## src/rtl/keypad_scanner.sv

```systemverilog
// keypad_scanner: scans a 5x4 active-low key matrix and debounces press and release.
// Latency: newkey one cycle after the DEBOUNCE_CNT-th matching column sample.
// No backpressure: newkey is a single-cycle pulse. `KEYPAD_AUTOREPEAT_EN adds held-key repeats.
module keypad_scanner #(
  parameter int SCAN_DIV     = 1000,
  parameter int DEBOUNCE_CNT = 8,
  parameter int REPEAT_CNT   = 64
) (
  input  logic       clk,
  input  logic       rst_n,
  output logic [4:0] rows,
  input  logic [3:0] cols,
  output logic       newkey,
  output logic [4:0] keycode,
  output logic       keydown
);

  localparam int DIVW = (SCAN_DIV > 2) ? $clog2(SCAN_DIV) : 1;
  localparam int DBW  = $clog2(DEBOUNCE_CNT + 1);
  localparam logic [DIVW-1:0] DIV_LAST = DIVW'(SCAN_DIV - 1);
  localparam logic [DBW-1:0]  DB_LAST  = DBW'(DEBOUNCE_CNT);

  if (SCAN_DIV < 4 || DEBOUNCE_CNT < 2 || REPEAT_CNT < 1) begin : g_bad_params
    $error("keypad_scanner: illegal parameter value");
  end

  typedef enum logic [1:0] {SCAN, PRESS_DB, HELD, REL_DB} state_t;

  state_t          state_q, state_d;
  logic [2:0]      row_q, row_d;
  logic [3:0]      pat_q, pat_d;
  logic [1:0]      col_q, col_d;
  logic [DBW-1:0]  cnt_q, cnt_d;
  logic [DIVW-1:0] div_q;
  logic [3:0]      cs1, cs2;
  logic            newkey_d, keydown_d;
  logic [4:0]      keycode_d;
  logic            samp, active;
  logic [2:0]      nxt_row;

`ifdef KEYPAD_AUTOREPEAT_EN
  localparam int RPW = (REPEAT_CNT > 2) ? $clog2(REPEAT_CNT) : 1;
  localparam logic [RPW-1:0] REP_LAST = RPW'(REPEAT_CNT - 1);
  logic [RPW-1:0] rep_q, rep_d;
`endif

  function automatic logic [1:0] low_col(input logic [3:0] p);
    if (!p[0])      return 2'd0;
    else if (!p[1]) return 2'd1;
    else if (!p[2]) return 2'd2;
    else            return 2'd3;
  endfunction

  // Rows 0-3 are hex digits 4r+c; row 4 holds the operator keys.
  function automatic logic [4:0] encode(input logic [2:0] r, input logic [1:0] c);
    if (r == 3'd4) begin
      case (c)
        2'd0:    return 5'b01010;
        2'd1:    return 5'b00011;
        2'd2:    return 5'b00010;
        default: return 5'b00100;
      endcase
    end
    return {1'b1, r[1:0], c};
  endfunction

  assign samp    = (div_q == DIV_LAST);
  assign active  = ~&cs2;
  assign nxt_row = (row_q == 3'd4) ? 3'd0 : row_q + 3'd1;
  assign rows    = ~(5'b00001 << row_q);

  always_comb begin
    state_d   = state_q;
    row_d     = row_q;
    pat_d     = pat_q;
    col_d     = col_q;
    cnt_d     = cnt_q;
    newkey_d  = 1'b0;
    keycode_d = keycode;
    keydown_d = keydown;
`ifdef KEYPAD_AUTOREPEAT_EN
    rep_d     = rep_q;
`endif
    if (samp) begin
      unique case (state_q)
        SCAN: begin
          if (active) begin
            pat_d   = cs2;
            col_d   = low_col(cs2);
            cnt_d   = DBW'(1);
            state_d = PRESS_DB;
          end else begin
            row_d = nxt_row;
          end
        end
        PRESS_DB: begin
          if (cs2 != pat_q) begin
            state_d = SCAN;
            row_d   = nxt_row;
            cnt_d   = '0;
          end else if (cnt_q == DB_LAST - 1'b1) begin
            state_d   = HELD;
            cnt_d     = '0;
            newkey_d  = 1'b1;
            keycode_d = encode(row_q, col_q);
            keydown_d = 1'b1;
`ifdef KEYPAD_AUTOREPEAT_EN
            rep_d     = '0;
`endif
          end else if (cnt_q < DB_LAST) begin
            cnt_d = cnt_q + 1'b1;
          end
        end
        HELD: begin
          // A changed but still active pattern is a second key and is ignored.
          if (!active) begin
            cnt_d   = DBW'(1);
            state_d = REL_DB;
          end
`ifdef KEYPAD_AUTOREPEAT_EN
          else if (rep_q == REP_LAST) begin
            newkey_d = 1'b1;
            rep_d    = '0;
          end else begin
            rep_d = rep_q + 1'b1;
          end
`endif
        end
        REL_DB: begin
          if (active) begin
            state_d = HELD;
            cnt_d   = '0;
`ifdef KEYPAD_AUTOREPEAT_EN
            rep_d   = '0;
`endif
          end else if (cnt_q == DB_LAST - 1'b1) begin
            state_d   = SCAN;
            row_d     = 3'd0;
            cnt_d     = '0;
            keydown_d = 1'b0;
          end else if (cnt_q < DB_LAST) begin
            cnt_d = cnt_q + 1'b1;
          end
        end
        default: state_d = SCAN;
      endcase
    end
  end

  always_ff @(posedge clk or negedge rst_n) begin
    if (!rst_n) begin
      cs1     <= 4'b1111;
      cs2     <= 4'b1111;
      div_q   <= '0;
      state_q <= SCAN;
      row_q   <= 3'd0;
      pat_q   <= 4'b1111;
      col_q   <= 2'd0;
      cnt_q   <= '0;
      newkey  <= 1'b0;
      keycode <= 5'b00000;
      keydown <= 1'b0;
    end else begin
      cs1     <= cols;
      cs2     <= cs1;
      div_q   <= samp ? '0 : div_q + 1'b1;
      state_q <= state_d;
      row_q   <= row_d;
      pat_q   <= pat_d;
      col_q   <= col_d;
      cnt_q   <= cnt_d;
      newkey  <= newkey_d;
      keycode <= keycode_d;
      keydown <= keydown_d;
    end
  end

`ifdef KEYPAD_AUTOREPEAT_EN
  always_ff @(posedge clk or negedge rst_n) begin
    if (!rst_n) rep_q <= '0;
    else        rep_q <= rep_d;
  end
`endif

endmodule
```

## config.mk

```make
export PLATFORM = sky130hd
export DESIGN_NAME = keypad_scanner
export DESIGN_NICKNAME = d
export VERILOG_FILES = /design/src/rtl/keypad_scanner.sv
export SDC_FILE = /design/constraint.sdc
export NUM_CORES = 1
export LEC_CHECK = 0
export BUFFER_PORTS_ARGS = -buffer_cell sky130_fd_sc_hd__buf_2
export CAP_MARGIN = 10
export CORE_AREA = 2 2 63 65
export CTS_CLUSTER_SIZE = 16
export DETAILED_ROUTE_END_ITERATION = 10
export DIE_AREA = 0 0 65 67
export PLACE_DENSITY = 0.76
export REMOVE_ABC_BUFFERS = 1
export SYNTH_ARGS = -nofsm -noshare
export SYNTH_HDL_FRONTEND = slang
export SYNTH_SLANG_ARGS = --single-unit
export TNS_END_PERCENT = 10
```

## constraint.sdc

```tcl
create_clock -name clk -period 2 [get_ports clk]
set_input_delay 0.2 -clock clk [delete_from_list [all_inputs] [get_ports clk]]
set_output_delay 0.2 -clock clk [all_outputs]
set_load 0.02 [all_outputs]
```

==> flow_summary.yaml <==
critical_path:
  crit_required_ns: 2.23
  cp_slowest_stage_delay_ns: 0.61
  worstSetupPathType: "reg2reg"
  crit_fanout: 4
  crit_family: "simple AND/OR/NAND/NOR gates"
  worst_setup_path_end_kind: "flip-flop"
  startpoint_type: "flip-flop"
  critPathBufInv: 0
  worst_ep_arrival_time_ns: 2.24
  crit_chain: "ha_1 > nand3b_1 > or4b_2 > o31ai_2 > a21boi_1 > o32a_1"
  critPathSlowestCell: "or4b_2"
  cp.depth: 6
  r2r_cells: 6
grt:
  grt_pass1_vias: 1469
  use_met1_pct: 20.3
  grtUsageMet2_pct: 34.7
  antenna_found_initial: 0
  grt_max_degree: 41
  grt_busiest_layer: "met2"
  met3_usage_pct: 5.91
  grt_pass1_wl_microns: 6320
  grtUsageTotal_pct: 19.5
  grt-ovfl-total: 0
clock_tree:
  cts_tree: "yes"
  htreeDepth: 2
  clk_pin_slew_ns: 0.08
  worstSkewPairLatency_ns: 0.30
  clockBufferDepth: 2
  cts.sinks: 40
  root_buffer: "clkbuf_8"
  cts_buffers: 5
final_layout:
  fin_area_sq_mm: 0.00232
  antenna_cells: 0
  final-seq-area_sq_mm: 0.00102
  fillers: 272
  multi_input_area_sq_um: 806
  fin_util_pct: 64.3
  final_nets: 223
  area_growth_pct: 25.0
  drive_gt1_share_pct: 35.1
power:
  power_density_mw_per_mm2: 641
  leakage_uw: 0.00105
  ir_drop_mv: 0.477
timing:
  rsz0062_at_grt: "true"
  tightest_slew_ns: 0.859
  fin_crit_sh_pct: 100
  setup_violations: 1
  fmax_ghz: 0.498
  hold_viol: 0
  maxSlewViolCount: 0
  slew_headroom_pct: 42.7
  fin_ws_ns: -0.00679
  post-route-min-period_ns: 2.01
  fin_worst_skew_ns: 0.00767
  hold_ws_ns: 0.00510
synthesis:
  synth.distinct_cells: 38
  yosysTopAreaCellShare_pct: 37.8
  synth_area_sq_mm: 0.00185
  postSynthCellCount: 166
  yosysSeqAreaShare_pct: 54.8
  synth-seq-cells: 40
  synth_area_per_cell_sq_um: 11.2
  synth_warnings: 0
  synth_area_leader_cell: "dfrtp_1"
  synthTopCellsByArea: "dfrtp_1 38%, dfstp_2 17%, ha_1 4.7%"
placed_design:
  place_hpwl_microns: 2590
  placed_cell_area_sq_mm: 0.00207
  io_buffers: 17
  gp_congestion: 0.798
outcome:
  status: "complete, but fails checks"
  violations: "setup timing"
die:
  die_w_microns: 65
  start_util_pct: 51.4
  placementRows: 22
  io_pins: 18
  fp.dieH_microns: 67
  coreArea_sq_mm: 0.00361
  die-area_sq_mm: 0.00436
detailed_routing:
  dr.pass1.iters: 4
  drc: 0
  ant_nets: 0
  drtIter0Drc: 60
  wirelength_microns: 3770
  wl_per_cell_microns: 14.6
  via_per_inst: 5.42
  vias: 1404
worst_hold_path:
  hold_path.class: "in2async"
run:
  cap_violations: 0
==> final timing paths <==
check | startpoint | to | slack [ns]
worst max-delay path | cnt_q[0] | cnt_q[0] | -0.007
worst min-delay path | rst_n | row_q[0] | 0.005
worst max register to register | cnt_q[0] | cnt_q[0] | -0.007
worst min register to register | cs1[0] | cs2[0] | 0.36
max in group asynchronous | rst_n | div_q[5] | 1.45
min in group clk | cs1[0] | cs2[0] | 0.36
==> layer usage <==
layer / part of all wire [%] / wire length [microns] / vias to the layer above
met5: 0 / 0 / -
met4: 1.2 / 44 / 0
met3: 3.6 / 134 / 6
met2: 54 / 2050 / 33
met1: 41 / 1540 / 692
li1: - / - / 673
==> layout by cell type, fill, tap and decap left out, drive strengths merged, types with 5 or more instances in the layout <==
cell type	instances
buf	37
dfrtp	28
inv	15
nand2	14
o21ai	13
dfstp	12
nor2	8
xnor2	8
mux2	7
nand3	7
ha	7
clkbuf	6
nand4	5
==> cells in the mapped netlist, drive strengths merged <==
library cell,number
dfrtp,28
nand2,14
inv,13
o21ai,13
dfstp,12
nor2,8
xnor2,8
ha,7
mux2,7
nand3,7
nand4,5
a21oi,4
a21o,3
nor4,3
o31ai,3
or3,3
xor2,3
a21boi,2
a31oi,2
a41oi,2
buf,2
clkbuf,2
nand3b,2
a2111oi,1
and2,1
mux2i,1
nand2b,1
nand4b,1
nor2b,1
nor3,1
o21a,1
o22ai,1
o311ai,1
o31a,1
o32a,1
or4b,1
==> flip-flops by register name (all words and copies together) (netlist names), 2 cells and up <==
signal and flops:
row_q 3, pat_q 4, keycode 5, state_q 2, col_q 2, cs1 4, cnt_q 4, cs2 4
div_q 10
==> repair_timing <==
action / 4_1_cts / 5_1_grt
pin swaps: 3 / 8
endpoints found under the setup margin: 10 / 15
resized for setup: 2 / 7
hold endpoints to repair: 4 / 0
setup buffers: 4 / 4
hold buffers: 4 / 0
==> through the flow <==
| stage | TNS (ns) | setup slack, ns | power [uW] | instances |
|---|---|---|---|---|
| final | -0.00679 | -0.00679 | 1490 | 259 |
| after global routing | -0.413 | -0.0788 | 1550 | 259 |
| after CTS | 0 | 0.00136 | 1500 | 255 |
| after detailed placement | -0.514 | -0.107 | 876 | 239 |
| after global placement | 0 | 0.00242 | 874 | 239 |
| after floorplan | -3.12 | -0.422 | 852 | 162 |
==> layout make-up <==
cell class / count / share of cell area (%)
Clock buffer: 6 / 4.05
Tap cell: 48 / 2.59
Inverter: 13 / 2.10
Multi-Input combinational cell: 109 / 34.8
Timing Repair Buffer: 41 / 12.0
Clock inverter: 2 / 0.648
Sequential cell: 40 / 43.8
==> cell families (layout without fill, tap and decap cells) <==
kind of cell    count (synthesis)  count (layout)  synth area share (%)
simple gates                   48              48                  14.8
compound gates                 35              35                  12.1
fa+ha+maj                       7               7                  4.72
flops                          40              40                  54.8
xor+xnor                       11              11                  5.20
mux                             8               8                  4.79
buf+inv                        17              62                  3.58
==> worst reg2reg max path: stages, from the launching register on <==
cell      delay, ns
dfrtp_1        0.42
ha_1           0.25
nand3b_1       0.16
or4b_2         0.61
o31ai_2        0.12
a21boi_1       0.23
o32a_1         0.16
==> report_power, final <==
group          switching [uW]  internal (uW)  total (uW)
combinational            22.1           14.9        37.1
sequential               8.23            824         832
clock                     291            326         617
total                     321           1160        1490
(Power assumes the default switching activity.)
